==> config.mk <==
export PLATFORM = sky130hd
export DESIGN_NAME = serial_subtractor
export DESIGN_NICKNAME = d
export VERILOG_FILES = /design/src/rtl/serial_subtractor.sv
export SDC_FILE = /design/constraint.sdc
export NUM_CORES = 1
export LEC_CHECK = 0
export ABC_AREA = 1
export BUFFER_PORTS_ARGS = -buffer_cell sky130_fd_sc_hd__buf_2
export CAP_MARGIN = 20
export CORE_MARGIN = 2
export CORE_UTILIZATION = 40
export CTS_BUF_LIST = sky130_fd_sc_hd__clkbuf_4 sky130_fd_sc_hd__clkbuf_8 sky130_fd_sc_hd__clkbuf_16
export DETAILED_ROUTE_END_ITERATION = 16
export GPL_TIMING_DRIVEN = 0
export SLEW_MARGIN = 20
export SYNTH_ARGS = -nofsm -noshare
export SYNTH_HDL_FRONTEND = slang
export SYNTH_SLANG_ARGS = --single-unit
==> constraint.sdc <==
create_clock -name clk -period 1.6 [get_ports clk]
set_clock_uncertainty 0.2 [all_clocks]
set_input_delay 0.24 -clock clk [delete_from_list [all_inputs] [get_ports clk]]
set_output_delay 0.24 -clock clk [all_outputs]
set_load 0.02 [all_outputs]
==> src/rtl/serial_subtractor.sv <==
// Bit-serial subtractor: computes a - b - bin LSB-first, one bit per clock,
// through a single registered borrow. Operands are captured on an accepted
// start. Results are presented with a one-cycle done pulse and then held
// until the next operation completes.
module serial_subtractor #(
    parameter int WIDTH = 8
) (
    input  logic             clk,
    input  logic             rst_n,
    input  logic             start,
    input  logic [WIDTH-1:0] a,
    input  logic [WIDTH-1:0] b,
    input  logic             bin,
    output logic             busy,
    output logic             done,
    output logic [WIDTH-1:0] diff,
    output logic             bout,
    output logic             ovf,
    output logic             zero
);

    localparam int CW = (WIDTH > 1) ? $clog2(WIDTH) : 1;

    typedef enum logic [1:0] {
        ST_IDLE = 2'd0,
        ST_RUN  = 2'd1,
        ST_DONE = 2'd2
    } state_e;

    state_e           state_q, state_d;
    logic [WIDTH-1:0] sa_q, sa_d;
    logic [WIDTH-1:0] sb_q, sb_d;
    logic [WIDTH-1:0] res_q, res_d;
    logic             br_q, br_d;
    logic [CW-1:0]    cnt_q, cnt_d;
    logic             a_msb_q, a_msb_d;
    logic             b_msb_q, b_msb_d;
    logic             busy_q, busy_d;
    logic             done_q, done_d;
    logic [WIDTH-1:0] diff_q, diff_d;
    logic             bout_q, bout_d;
    logic             ovf_q, ovf_d;
    logic             zero_q, zero_d;

    // One bit-step of the full subtractor, used on every RUN edge
    logic             d_bit_s;
    logic             br_next_s;
    logic [WIDTH-1:0] res_shift_s;

    // Next-state, bit-step datapath and result capture
    always_comb begin
        state_d   = state_q;
        sa_d      = sa_q;
        sb_d      = sb_q;
        res_d     = res_q;
        br_d      = br_q;
        cnt_d     = cnt_q;
        a_msb_d   = a_msb_q;
        b_msb_d   = b_msb_q;
        busy_d    = busy_q;
        done_d    = 1'b0;
        diff_d    = diff_q;
        bout_d    = bout_q;
        ovf_d     = ovf_q;
        zero_d    = zero_q;

        d_bit_s     = sa_q[0] ^ sb_q[0] ^ br_q;
        br_next_s   = (~sa_q[0] & sb_q[0]) | (~(sa_q[0] ^ sb_q[0]) & br_q);
        res_shift_s = {d_bit_s, res_q[WIDTH-1:1]};

        case (state_q)
            ST_IDLE: begin
                if (start) begin
                    state_d = ST_RUN;
                    sa_d    = a;
                    sb_d    = b;
                    br_d    = bin;
                    cnt_d   = '0;
                    a_msb_d = a[WIDTH-1];
                    b_msb_d = b[WIDTH-1];
                    busy_d  = 1'b1;
                end else begin
                    state_d = ST_IDLE;
                end
            end
            ST_RUN: begin
                sa_d  = {1'b0, sa_q[WIDTH-1:1]};
                sb_d  = {1'b0, sb_q[WIDTH-1:1]};
                res_d = res_shift_s;
                br_d  = br_next_s;
                cnt_d = cnt_q + CW'(1);
                if (cnt_q == CW'(WIDTH - 1)) begin
                    // Last bit-step: publish the completed result this edge
                    state_d = ST_DONE;
                    busy_d  = 1'b0;
                    done_d  = 1'b1;
                    diff_d  = res_shift_s;
                    bout_d  = br_next_s;
                    ovf_d   = (a_msb_q ^ b_msb_q) & (res_shift_s[WIDTH-1] ^ a_msb_q);
                    zero_d  = ~|res_shift_s;
                end else begin
                    state_d = ST_RUN;
                end
            end
            ST_DONE: begin
                state_d = ST_IDLE;
            end
            default: begin
                state_d = ST_IDLE;
                busy_d  = 1'b0;
            end
        endcase
    end

    // State, datapath and output registers with asynchronous clear
    always_ff @(posedge clk or negedge rst_n) begin
        if (!rst_n) begin
            state_q <= ST_IDLE;
            sa_q    <= '0;
            sb_q    <= '0;
            res_q   <= '0;
            br_q    <= 1'b0;
            cnt_q   <= '0;
            a_msb_q <= 1'b0;
            b_msb_q <= 1'b0;
            busy_q  <= 1'b0;
            done_q  <= 1'b0;
            diff_q  <= '0;
            bout_q  <= 1'b0;
            ovf_q   <= 1'b0;
            zero_q  <= 1'b0;
        end else begin
            state_q <= state_d;
            sa_q    <= sa_d;
            sb_q    <= sb_d;
            res_q   <= res_d;
            br_q    <= br_d;
            cnt_q   <= cnt_d;
            a_msb_q <= a_msb_d;
            b_msb_q <= b_msb_d;
            busy_q  <= busy_d;
            done_q  <= done_d;
            diff_q  <= diff_d;
            bout_q  <= bout_d;
            ovf_q   <= ovf_d;
            zero_q  <= zero_d;
        end
    end

    assign busy = busy_q;
    assign done = done_q;
    assign diff = diff_q;
    assign bout = bout_q;
    assign ovf  = ovf_q;
    assign zero = zero_q;

endmodule

Yosys cells after proc, flatten, opt, wreduce, memory -nomap -nowiden:

Cells that the tools add are included.

* magnitude comparators: 0
* multiply operators: 0
* shifts and indexed selects: 0
* bitwise logic cells: 11
* eq/ne operators: 5
* div/mod/pow operators: 0
* multiplexer cells: 16
* reduce and logical (&&, ||, !) cells: 8
* add/sub/neg operators: 1

Operator list (number)
* 8-bit one-hot mux with 2 select lines: 2
* 8-bit two-way mux: 2
* 8-bit OR reduction: 1
* 1-bit two-way mux: 6
* 3-bit one-hot mux with 2 select lines: 1
* 2-bit AND reduction: 3
* 2-bit inequality test (second input constant): 2
* 2-bit one-hot mux with 2 select lines: 1
* 1-bit bitwise XOR: 4
* 3-bit by 1-bit adder with 3-bit output (second input constant): 1
* 1-bit AND: 3
* 3-bit equality test (second input constant): 1
* 3-bit two-way mux: 1
* 1-bit NOT: 3
* 1-bit one-hot mux with 3 select lines: 1
* 3-bit AND reduction: 1
* 2-bit by 1-bit equality test with 1-bit output (second input constant): 1
* 2-bit equality test (second input constant): 1
* 2-bit zero test: 1
* 2-bit two-way mux: 1
* 1-bit one-hot mux with 2 select lines: 1
* 2-bit nonzero test: 1
* 1-bit zero test: 1
* 1-bit OR: 1

* bits in writable memories: 0
* output and inout bits: 13
* register bits after elaboration: 45
* bits of input ports: 20
* logic and storage cells: 55
* ROM bits: 0
* latch bits: 0
* memories: 0

Logic depth before layout (Yosys ltp):

* depth after elaboration: 5
* mapped depth: 7
* gate-level depth less buffers: 7

Worst setup path before layout:

OpenSTA, ideal clock, no wires.

* kind: register -> register
* start: reg sa_q[0]
* end: reg ovf_q (netlist: ovf)
* arrival: 1.262 ns
* setup time: 0.065 ns
* cell stages (with the launch flop): 6
* path slack: 0.073 ns
* path buffers: 0
* required time: 1.335 ns
* period minus slack after synthesis: 1.527 ns
* path through: dfrtp_1 -> fa_1 -> inv_1 -> o21ai_0 -> nand3_1 -> nand2_1

* longest elaborated chain between the ends: 4

Ends and longest elaborated chain
* start, declared: line 31 `logic [WIDTH-1:0] sa_q, sa_d;`
* start signal, assigned: line 119 `sa_q <= '0;`
* start signal, assigned: line 134 `sa_q <= sa_d;`
* 1-bit bitwise XOR (2 in series): line 67 `d_bit_s = sa_q[0] ^ sb_q[0] ^ br_q;`
* via d_bit_s: line 46 `logic d_bit_s;`
* 1-bit bitwise XOR: line 99 `ovf_d = (a_msb_q ^ b_msb_q) & (res_shift_s[WIDTH-1] ^ a_msb_q);`
* 1-bit AND: line 99
* end signal, assigned: line 145 `ovf_q <= ovf_d;`
* end, declared: line 42 `logic ovf_q, ovf_d;`

The timed path passes the listed nets, and every way through them passes these cells.
A chain may end at the register's enable or synchronous reset.

Worst setup path in the final report:

* start: reg sb_q[0]
* end: reg ovf_q (netlist: ovf)

* longest elaborated chain between the ends: 4

Ends and longest elaborated chain
* start, declared: line 32 `logic [WIDTH-1:0] sb_q, sb_d;`
* start signal, assigned: line 120 `sb_q <= '0;`
* start signal, assigned: line 135 `sb_q <= sb_d;`
* 1-bit bitwise XOR (2 in series): line 67
* via d_bit_s: line 46
* 1-bit bitwise XOR: line 99
* 1-bit AND: line 99

The timed path passes the listed nets, and every way through them passes these cells.

==> summary by stage <==
Timing
The measured slew at the worst slew-check pin is 0.562 ns. The final period demand of the worst path is 1.57 ns. The final period utilization is 98.0%. The worst max-slew margin expressed relative to the limit is 62.5%. Setup repair after global routing could not meet its margin everywhere. The number of slew-limit violations in the final report was 0. The number of hold violations in the final report is 0. Derived from the worst setup path, the maximum achievable clock frequency is 638 MHz. The total of endpoints with negative setup slack in the final report is 0.

Place
In this run the cell area measured after placement is 2260 µm². During placement, the flow inserted port buffers numbering 32. The routability-driven placement congestion ratio is 0.724. The HPWL after detailed placement is 2660 µm.

Finish
The post-synthesis to final-layout area growth is 21.6%. After filler insertion, the fill cell instance count of the layout stands at 508. Cells with a size suffix above 1 make up around a quarter of the layout. Once layout is complete, the utilization of the core stands at ~51%. The total non-filler cell area in the finished layout is between 2000 and 2500 µm².

The antenna diode instance count is 0. The final layout net count is about 320.

GRT
The via count of the first global-routing pass is 1496. The number of antenna violations at the first check in global routing is 0. The total congestion overflow is 0. Across every metal layer, demand over resource in global routing totals 16.0%. Entering global routing, the biggest net connects 45 pins. The first global-routing pass estimated 6590 µm of wire.

Worst setup path
The critical register-to-register path startpoint is sb_q[0]$_DFFE_PN0P_. The critical path in this run is classified as reg2reg. The largest single stage delay on the critical path is 0.60 ns. The beginning of the critical path is sb_q[0]$_DFFE_PN0P_. By instance count, the cell type seen most on the critical path is inv_2. The critical path launch point type is a flop.

Of all nets on the critical path, the largest fanout is 3. For this design, the slowest cell found on the critical path is fa_2. At the worst endpoint, the arrival time is between 1.5 and 2 ns.

For the worst setup path, the data required time is 1.64 ns. Traced cell by cell, the critical path runs through inv_2 -> fa_2 -> inv_2 -> o21ai_2 -> nand3_1 -> nand2_1. The worst setup path is captured at a flop.

Power and ir drop
In this run the static leakage power is roughly 1.4 nW. The share of power burned in combinational logic is 44.7%. In this run, flip-flops and latches consume approximately two fifths of the power.

Summed over all nets, the switching power comes to 1.96 mW. Of the total power, the share spent switching nets is 42.0%. The worst-case IR drop observed on VDD is 0.000653 V. The clock network burns 14.5% of the power. In this run the power density over the cells is 1910 nW/µm².

The internal cell power is 2.71 mW.

Route
The uppermost layer routed is met4. The count of nets left with antenna violations once routing finished came out at 0. The routed length on met3 is between 150 and 200 µm. Wires add up to between 3000 and 4000 µm. The routed via count is 1570. The post-route met1 wirelength is roughly 1800 µm. The number of remaining DRC errors is 0. The average vias per placed instance is 4.36. For this block, the initial DRC count from the detailed router was ~120.

After detailed routing, the met2 layer carries between 1500 and 2000 µm of wire. After detailed routing, the average wire length per cell comes to about 11 µm. The first TritonRoute pass finished after 4 iterations.

Worst hold path
The path class of the tightest hold or removal check is in2reg. In this run the most critical hold path is launched from a[6].

CTS
The clock edge transition at the registers on the reported setup and hold paths is 0.08 ns. Counting along the longest clock path gives a buffer depth of 2. The H-tree was split into 2 levels.

CTS saw 44 sinks. The cell chosen for the clock root is clkbuf_8. TritonCTS created 5 clock buffers.

The clock tree from TritonCTS is done. The source-to-sink clock delay at the later pin of the worst-skew pair is 0.30 ns.

Yosys
The biggest area contributor in the post-synthesis netlist is dfrtp_1. The Yosys step of the flow raised 0 warnings. Ranked by total cell area, the synthesized netlist is headed by dfrtp_1 (55%), nand2_1 (17%), inv_1 (7.8%). In this run, distinct cell masters in the synthesized netlist total 18. The post-synthesis cell area is 2010 µm².

Averaged over all synthesized cells, the footprint is 8.25 µm². The synthesized design contains 44 register bits. The top cell type by area accounts for 54.7% of the synthesized area. The gate count of the mapped netlist is 244. The fraction of the yosys area taken by sequential cells is between 50% and 60%. The number of nets in the synthesized netlist is 267.

Die
The floorplan has 25 rows. The floorplan die height is roughly 75 µm. After floorplanning, the core was sized to cover 4790 µm². The effective utilization at floorplan is 42.0%.

The die is approximately 75 µm wide. The die footprint is 5610 µm². The I/O pin total is 33.

Status
The run finished with clean final reports.

Run
The tool flagged a number of max-cap violations equal to 0.
-- Yosys cell counts --
| master | number |
|---|---|
| nand2_4 | 2 |
| dfrtp_1 | 44 |
| o21ai_0 | 17 |
| buf_4 | 3 |
| buf_6 | 1 |
| o21ai_2 | 8 |
| clkbuf_1 | 2 |
| ha_1 | 2 |
| nand2_2 | 1 |
| inv_1 | 42 |
| nand2_1 | 93 |
| o22ai_1 | 1 |
| inv_4 | 1 |
| nand3_1 | 16 |
| nor2_1 | 8 |
| buf_2 | 1 |
| or2_2 | 1 |
| fa_1 | 1 |
-- cell usage in the layout, fill, tap and decap left out --
| cell | instances |
|---|---|
| nand2_1 | 93 |
| dfrtp_1 | 44 |
| inv_1 | 39 |
| buf_2 | 32 |
| nand3_1 | 16 |
| o21ai_0 | 16 |
| buf_4 | 10 |
| o21ai_2 | 8 |
| nor2_1 | 6 |
| clkbuf_8 | 5 |
| dlygate4sd3_1 | 4 |
| inv_2 | 3 |
| nand2_4 | 2 |
| nor2_2 | 2 |
| clkbuf_1 | 1 |
| o22ai_1 | 1 |
| inv_4 | 1 |
| nand2_2 | 1 |
| clkbuf_2 | 1 |
| o21ai_4 | 1 |
| or2_2 | 1 |
| buf_6 | 1 |
| fa_2 | 1 |
| ha_1 | 1 |
| ha_2 | 1 |
| clkinv_2 | 1 |
| clkinvlp_4 | 1 |
-- registers in the layout, indices dropped and copies added, names as in the netlist --
signal,count
a_msb_q,1
res_q,7
bout,1
zero,1
br_q,1
state_q,2
cnt_q,3
sa_q,8
busy,1
diff,8
done,1
sb_q,8
ovf,1
b_msb_q,1
-- per-stage QoR --
stage               instances  power, mW  worst slack, ns  setup TNS [ns]  hold WS, ns
detailed placement        343       3.91          -0.0543         -0.0543        0.257
global route              360       5.17          -0.0402         -0.0678       0.0546
global placement          343       3.86          -0.0563         -0.0563        0.252
finish                    360       4.67           0.0315               0       0.0428
floorplan                 244       3.35           0.0728               0       -0.256
CTS                       355       4.63         -0.00783        -0.00783       0.0386
-- final timing paths --
| check | endpoint | depth (start not counted) | slack, ns |
|---|---|---|---|
| min reg2reg | diff[0]$_DFFE_PN0P_ | 2 | 0.28 |
| min | sa_q[6]$_DFFE_PN0P_ | 5 | 0.04 |
| max in group asynchronous | sa_q[3]$_DFFE_PN0P_ | 2 | 0.54 |
| max | ovf$_DFFE_PN0P_ | 6 | 0.03 |
| max reg2reg | ovf$_DFFE_PN0P_ | 6 | 0.03 |
| min in group asynchronous | zero$_DFFE_PN0P_ | 2 | 0.27 |
-- layer usage --
| metal | up-vias | global-route usage (%) |
|---|---|---|
| li1 | 834 | - |
| met1 | 697 | 19.1 |
| met2 | 34 | 27.0 |
| met3 | 5 | 6.43 |
| met4 | 0 | 4.17 |
| met5 | - | 0 |
-- critical path, delay by kind of cell (launching register included) --
family                   cells  cell delay [ns]
AND/OR/NAND/NOR              2             0.13
adder cells (fa/ha/maj)      1             0.60
flip-flops                   1             0.37
AO/OA/AOI/OAI                1             0.10
buffers and inverters        2             0.12
-- cell type report --
| type | count | area (µm²) | area share (%) |
|---|---|---|---|
| Buffer | 7 | 47.5 | 1.94 |
| Clock inverter | 2 | 12.5 | 0.511 |
| Sequential cell | 44 | 1100 | 45.0 |
| Timing Repair Buffer | 42 | 248 | 10.1 |
| Multi-Input combinational cell | 150 | 722 | 29.5 |
| Tap cell | 67 | 83.8 | 3.43 |
| Clock buffer | 5 | 68.8 | 2.81 |
| Inverter | 43 | 164 | 6.70 |
-- repair_timing --
action                                  CTS  global route
endpoints found under the setup margin    2            21
setup buffers                             1             5
hold endpoints to repair                 49             0
pin swaps                                 2             2
resized for setup                         2            10
hold buffers                              4             0
-- kinds of logic after synthesis --
kind of cell / count (synthesis) / synth area share (%)
AND/OR/NAND/NOR: 121 / 24.6
buffers and inverters: 50 / 10.4
flip-flops: 44 / 54.7
AO/OA/AOI/OAI: 26 / 8.02
adder cells (fa/ha/maj): 3 / 2.24
-- power by group through the flow --
stage | clock network (mW) | logic, mW | registers [mW]
floorplan | 0 | 1.33 | 2.03
global placement | 0 | 1.96 | 1.90
detailed placement | 0 | 2.00 | 1.91
CTS | 0.695 | 2.04 | 1.90
global route | 0.746 | 2.45 | 1.97
finish | 0.676 | 2.09 | 1.91
(Power assumes the default switching activity.)
